==> src/rtl/shift_ctrl_pkg.sv <==
// -----------------------------------------------------------------------------
// shift_ctrl_pkg
// Shared definitions for the shift register sequencing controller:
//   - state_e   : controller FSM states (CLR, IDLE, LOAD, SHIFT, GAP)
//   - cnt_width : bit width needed to hold the values 0..max_val (minimum 1)
// -----------------------------------------------------------------------------
package shift_ctrl_pkg;

   typedef enum logic [2:0] {
      CLR   = 3'd0,
      IDLE  = 3'd1,
      LOAD  = 3'd2,
      SHIFT = 3'd3,
      GAP   = 3'd4
   } state_e;

   // Width of a counter that must represent 0..max_val inclusive.
   function automatic int cnt_width(input int max_val);
      int w;
      if (max_val < 32'sd1) begin
         w = 32'sd1;
      end else begin
         w = $clog2(max_val + 32'sd1);
      end
      return w;
   endfunction

endpackage

==> src/rtl/shift_frame_cnt.sv <==
// -----------------------------------------------------------------------------
// shift_frame_cnt
// Loadable down-counter with terminal-count flag, shared by the SHIFT and GAP
// phases of the frame controller.
// Ports:
//   clock    : rising-edge clock
//   sclr     : synchronous active-high clear (count -> 0)
//   load     : load load_val this cycle (has priority over dec)
//   load_val : value to load
//   dec      : decrement by one (saturates at zero)
//   last     : count is 1, i.e. the current cycle is the final one of a phase
// -----------------------------------------------------------------------------
module shift_frame_cnt #(
   parameter int WIDTH = 4
) (
   input  logic             clock,
   input  logic             sclr,
   input  logic             load,
   input  logic [WIDTH-1:0] load_val,
   input  logic             dec,
   output logic             last
);

   logic [WIDTH-1:0] count_q;
   logic [WIDTH-1:0] count_d;

   // Next count: load wins over decrement; never wraps below zero.
   always_comb begin
      count_d = count_q;
      if (load) begin
         count_d = load_val;
      end else if (dec && (count_q != {WIDTH{1'b0}})) begin
         count_d = count_q - WIDTH'(1);
      end else begin
         count_d = count_q;
      end
   end

   // Count register with synchronous clear.
   always_ff @(posedge clock) begin
      if (sclr) begin
         count_q <= {WIDTH{1'b0}};
      end else begin
         count_q <= count_d;
      end
   end

   assign last = (count_q == WIDTH'(1));

endmodule

==> src/rtl/shift_frame_ctrl.sv <==
// -----------------------------------------------------------------------------
// shift_frame_ctrl
// Sequencing controller for an external parameterized shift register. Accepts
// a word over valid/ready, loads it, enables exactly SHIFT_WIDTH shifts while
// qualifying the serial output, then idles GAP_CYCLES cycles between frames.
// Ports:
//   clock, sclr        : clock and synchronous active-high reset
//   tx_valid/tx_data   : producer word; tx_ready high in IDLE only
//   abort              : cancel frame (honoured in LOAD/SHIFT only)
//   sr_sclr/sr_sset/sr_load/sr_enable/sr_shiftin/sr_data : shift reg controls
//   sr_shiftout        : shift register serial output
//   ser_out/ser_valid  : qualified serial bit stream
//   busy, done, aborted: status (done/aborted are one-cycle pulses)
//   bit_cnt            : shifts completed in current frame
// All outputs other than ser_out decode from registers only.
// -----------------------------------------------------------------------------
module shift_frame_ctrl
   import shift_ctrl_pkg::*;
#(
   parameter int   SHIFT_WIDTH = 8,
   parameter int   GAP_CYCLES  = 2,
   parameter logic FILL_BIT    = 1'b0
) (
   input  logic                              clock,
   input  logic                              sclr,
   input  logic                              tx_valid,
   input  logic [SHIFT_WIDTH-1:0]            tx_data,
   output logic                              tx_ready,
   input  logic                              abort,
   output logic                              sr_sclr,
   output logic                              sr_sset,
   output logic                              sr_load,
   output logic                              sr_enable,
   output logic                              sr_shiftin,
   output logic [SHIFT_WIDTH-1:0]            sr_data,
   input  logic                              sr_shiftout,
   output logic                              ser_out,
   output logic                              ser_valid,
   output logic                              busy,
   output logic                              done,
   output logic                              aborted,
   output logic [cnt_width(SHIFT_WIDTH)-1:0] bit_cnt
);

   localparam int BCW      = cnt_width(SHIFT_WIDTH);
   localparam int CNT_MAX  = (SHIFT_WIDTH > GAP_CYCLES) ? SHIFT_WIDTH : GAP_CYCLES;
   localparam int CNT_W    = cnt_width(CNT_MAX);
   localparam bit GAP_NONE = (GAP_CYCLES == 32'sd0);

   state_e                 state_q,   state_d;
   logic [SHIFT_WIDTH-1:0] hold_q,    hold_d;
   logic [BCW-1:0]         bit_cnt_q, bit_cnt_d;
   logic                   done_q,    done_d;
   logic                   aborted_q, aborted_d;

   logic                   cnt_load_s;
   logic [CNT_W-1:0]       cnt_load_val_s;
   logic                   cnt_dec_s;
   logic                   cnt_last_s;

   // One counter times both phases: loaded with SHIFT_WIDTH in LOAD, then
   // reloaded with GAP_CYCLES on the last shift.
   shift_frame_cnt #(
      .WIDTH (CNT_W)
   ) u_cnt (
      .clock    (clock),
      .sclr     (sclr),
      .load     (cnt_load_s),
      .load_val (cnt_load_val_s),
      .dec      (cnt_dec_s),
      .last     (cnt_last_s)
   );

   // Next-state, holding register, bit counter and pulse-flag logic.
   always_comb begin
      state_d        = state_q;
      hold_d         = hold_q;
      bit_cnt_d      = bit_cnt_q;
      done_d         = 1'b0;
      aborted_d      = 1'b0;
      cnt_load_s     = 1'b0;
      cnt_load_val_s = {CNT_W{1'b0}};
      cnt_dec_s      = 1'b0;
      case (state_q)
         CLR: begin
            state_d   = IDLE;
            bit_cnt_d = {BCW{1'b0}};
         end
         IDLE: begin
            if (tx_valid) begin
               hold_d  = tx_data;
               state_d = LOAD;
            end else begin
               state_d = IDLE;
            end
         end
         LOAD: begin
            bit_cnt_d      = {BCW{1'b0}};
            cnt_load_s     = 1'b1;
            cnt_load_val_s = CNT_W'(SHIFT_WIDTH);
            if (abort) begin
               state_d   = CLR;
               aborted_d = 1'b1;
            end else begin
               state_d = SHIFT;
            end
         end
         SHIFT: begin
            bit_cnt_d = bit_cnt_q + BCW'(1);
            cnt_dec_s = 1'b1;
            // Abort beats frame completion on the final shift cycle.
            if (abort) begin
               state_d   = CLR;
               aborted_d = 1'b1;
            end else if (cnt_last_s) begin
               done_d         = 1'b1;
               cnt_load_s     = 1'b1;
               cnt_load_val_s = CNT_W'(GAP_CYCLES);
               if (GAP_NONE) begin
                  state_d = IDLE;
               end else begin
                  state_d = GAP;
               end
            end else begin
               state_d = SHIFT;
            end
         end
         GAP: begin
            cnt_dec_s = 1'b1;
            if (cnt_last_s) begin
               state_d = IDLE;
            end else begin
               state_d = GAP;
            end
         end
         default: begin
            state_d = CLR;
         end
      endcase
   end

   // State and data registers; reset suppresses any pending done/aborted.
   always_ff @(posedge clock) begin
      if (sclr) begin
         state_q   <= CLR;
         hold_q    <= {SHIFT_WIDTH{1'b0}};
         bit_cnt_q <= {BCW{1'b0}};
         done_q    <= 1'b0;
         aborted_q <= 1'b0;
      end else begin
         state_q   <= state_d;
         hold_q    <= hold_d;
         bit_cnt_q <= bit_cnt_d;
         done_q    <= done_d;
         aborted_q <= aborted_d;
      end
   end

   // Output decode from the registered state.
   always_comb begin
      tx_ready   = 1'b0;
      busy       = 1'b1;
      sr_sclr    = 1'b0;
      sr_load    = 1'b0;
      sr_enable  = 1'b0;
      sr_shiftin = 1'b0;
      ser_valid  = 1'b0;
      case (state_q)
         CLR: begin
            sr_sclr   = 1'b1;
            sr_enable = 1'b1;
         end
         IDLE: begin
            tx_ready = 1'b1;
            busy     = 1'b0;
         end
         LOAD: begin
            sr_load   = 1'b1;
            sr_enable = 1'b1;
         end
         SHIFT: begin
            sr_enable  = 1'b1;
            sr_shiftin = FILL_BIT;
            ser_valid  = 1'b1;
         end
         GAP: begin
            sr_enable = 1'b0;
         end
         default: begin
            busy = 1'b1;
         end
      endcase
   end

   assign sr_sset = 1'b0;
   assign sr_data = hold_q;
   assign ser_out = sr_shiftout;
   assign done    = done_q;
   assign aborted = aborted_q;
   assign bit_cnt = bit_cnt_q;

endmodule

==> config.mk <==
export PLATFORM = sky130hd
export DESIGN_NAME = shift_frame_ctrl
export DESIGN_NICKNAME = d
export VERILOG_FILES = /design/src/rtl/shift_ctrl_pkg.sv /design/src/rtl/shift_frame_cnt.sv /design/src/rtl/shift_frame_ctrl.sv
export SDC_FILE = /design/constraint.sdc
export NUM_CORES = 1
export LEC_CHECK = 0
export ABC_AREA = 1
export CORE_MARGIN = 2
export CORE_UTILIZATION = 43
export DETAILED_ROUTE_END_ITERATION = 8
export MAX_ROUTING_LAYER = met4
export PLACE_DENSITY = 0.86
export SYNTH_ARGS = -nofsm -noshare
export SYNTH_HDL_FRONTEND = slang
export SYNTH_SLANG_ARGS = --single-unit
==> constraint.sdc <==
create_clock -name clock -period 1.9 [get_ports clock]
set_clock_uncertainty 0.1 [all_clocks]
set_input_delay 0.19 -clock clock [delete_from_list [all_inputs] [get_ports clock]]
set_output_delay 0.19 -clock clock [all_outputs]
set_load 0.005 [all_outputs]
==> metrics <==
run status=complete, no violations; dpl cell area=1330 sq um; Seq/Total Area, Yosys=0.421; first-pass GRT wire length=3820 um; # nets final=190; CP max stage cell=clkdlybuf4s50_1; Mapped Cells=140; Critical Path AT=1520 ps; count of cell types in the netlist=24; total track usage=0.194; n_diodes=0; DR pass1 iterations=4; worst-skew pair later-pin latency=300 ps; fin crit period=1810 ps; Worst-path clk slew=110 ps; Buf/Inv on CP=3; Crit. End Element=output port; Remaining Overflow, GRT=0; commonest cells after routing, fill and taps aside=clkdlybuf4s50_1 (30), nor2_1 (26), inv_1 (21); placed cell count=197; worst setup slack after placement=311 ps; Final setup viols=0; top-area cell type share of the netlist area=0.421; CTS Hold Bufs=0; vias in the first global route=953; Layout Cells excl Fill=201; initial core utilization=0.451; critical setup path kind=flop to output port; Final Hold Slack=280 ps; overall power=0.892 mW; cell taking the most area after synthesis=dfxtp_1; drt drc=0; delay-heaviest family, CP=buffers and inverters; Die Wd=52.2 um; routed len/inst=11.5 um; Mapped Area=998 sq um; Die Y=52.2 um; startpoint types=flop; Rows=17; post-synthesis sequential element count=21; I/O pins=36; Max Cap Viol=0; Lkg Pwr=0.622 nW; DR vias=988; yosys warns=0; Area growth syn-to-layout=37.1%; CTS sink cnt=21; Root Buffer=clkbuf_4; Setup TNS=0 ps; commonest non-fill, non-tap cell in the layout=clkdlybuf4s50_1; maximum clock rate=553 MHz; layout cells sized above 1=0.0867; Fin. Hold Viols=0; Setup WS post-layout=91.1 ps; IO Port Bufs=31; post-DR vias/cell=4.92; Max clock buf depth=2; number of buffers created by CTS=3; hold crit path type=input pin to output port; Placer Congestion=0.811; unrepaired setup endpoints after global routing=true; Core Util, Final=0.619; CTS tree=done; worst path required time=1610 ps; final slew viol count=0; final WL=2310 um; Design Area, Final=1370 sq um; initial antenna violation count=0; largest fanout on the critical path=5; post-route clock period utilization=0.952; H-tree depth=1; Syn Area/Cell=7.13 sq um; largest net degree at the start of global routing=12; core area=2210 sq um; die area=2720 sq um; Synth area leaders=dfxtp_1 (42%), nor2_1 (10%), inv_1 (7.9%), nand2_1 (7.9%), o21ai_0 (5.5%); initial drt markers=24; post-DP HPWL=1780 um; CP max stage delay=500 ps; Pwr Density=652 nW/um^2; DRT antenna net count=0; CP Cell Sequence=inv_2 -> nand3_2 -> inv_1 -> clkdlybuf4s50_1; VDD IR max=0.000525 V
path summary, 6_finish.rpt:
path / from / end / slack (ps) / cells past startpoint
max reg2reg: u_cnt.count_q[0] / u_cnt.count_q[3] / 390 / 9
min reg2reg: u_cnt.count_q[0] / u_cnt.count_q[0] / 390 / 2
max: state_q[2] / ser_valid / 90 / 4
min: sr_shiftout / ser_out / 280 / 0
layout make-up:
cell class	instances	area [sq um]
Timing Repair Buffer	32	320
Fill cell	225	843
Clock buffer	4	26.3
Tap cell	28	35.0
Sequential cell	21	422
Inverter	23	86.3
Multi-Input combinational cell	93	479
timing repair:
item	4_1_cts	5_1_grt
buffers inserted	0	0
pin swaps	0	1
resized for setup	1	4
endpoints found under the hold margin	0	0
setup endpoints to repair	1	5
worst register-to-register path, stage by stage, from the launching register on:
cell and delay, ps:
dfxtp_1 340, inv_1 130, ha_1 220, nand3_1 120, nand2_2 130, clkinv_1 110, nand3_1 80, nand2_1 50
nor2_1 90, nor2_1 40
synthesized netlist by cell type (all sizes together):
cell	count
a31oi	2
clkbuf	1
conb	1
nand3	10
o21ai	12
dfxtp	21
ha	3
buf	3
nand2	24
a211oi	1
nor2	29
o2111ai	1
a21oi	7
nor3	1
clkinv	1
inv	22
o221ai	1
cells by family (layout without fill, tap and decap cells):
group / after synthesis / in the layout / synth area share
and+or+nand+nor: 64 / 64 / 0.292
buffers and inverters: 27 / 59 / 0.113
AOI/OAI and AO/OA: 24 / 24 / 0.133
DFF: 21 / 21 / 0.421
adders and majority gates: 3 / 3 / 0.0376
other: 1 / 2 / 0.00376
registers in the layout, summed over array words and instances (netlist names):
register and flops:
sr_data 8, done 1, state_q 3, u_cnt.count_q 4, bit_cnt 4, aborted 1
routing by layer:
layer,GRT usage,share of wire
met4,0.0855,0.011
met2,0.331,0.50
met3,0.0543,0.077
met1,0.211,0.41
met5,-,0
power by group:
group	switching (mW)	internal [mW]	leakage (nW)	total [mW]
sequential	0.0185	0.465	0.171	0.483
combinational	0.0930	0.106	0.436	0.199
clock	0.128	0.0819	0.0150	0.210
Note: power is estimated with default switching activity, not from simulation.
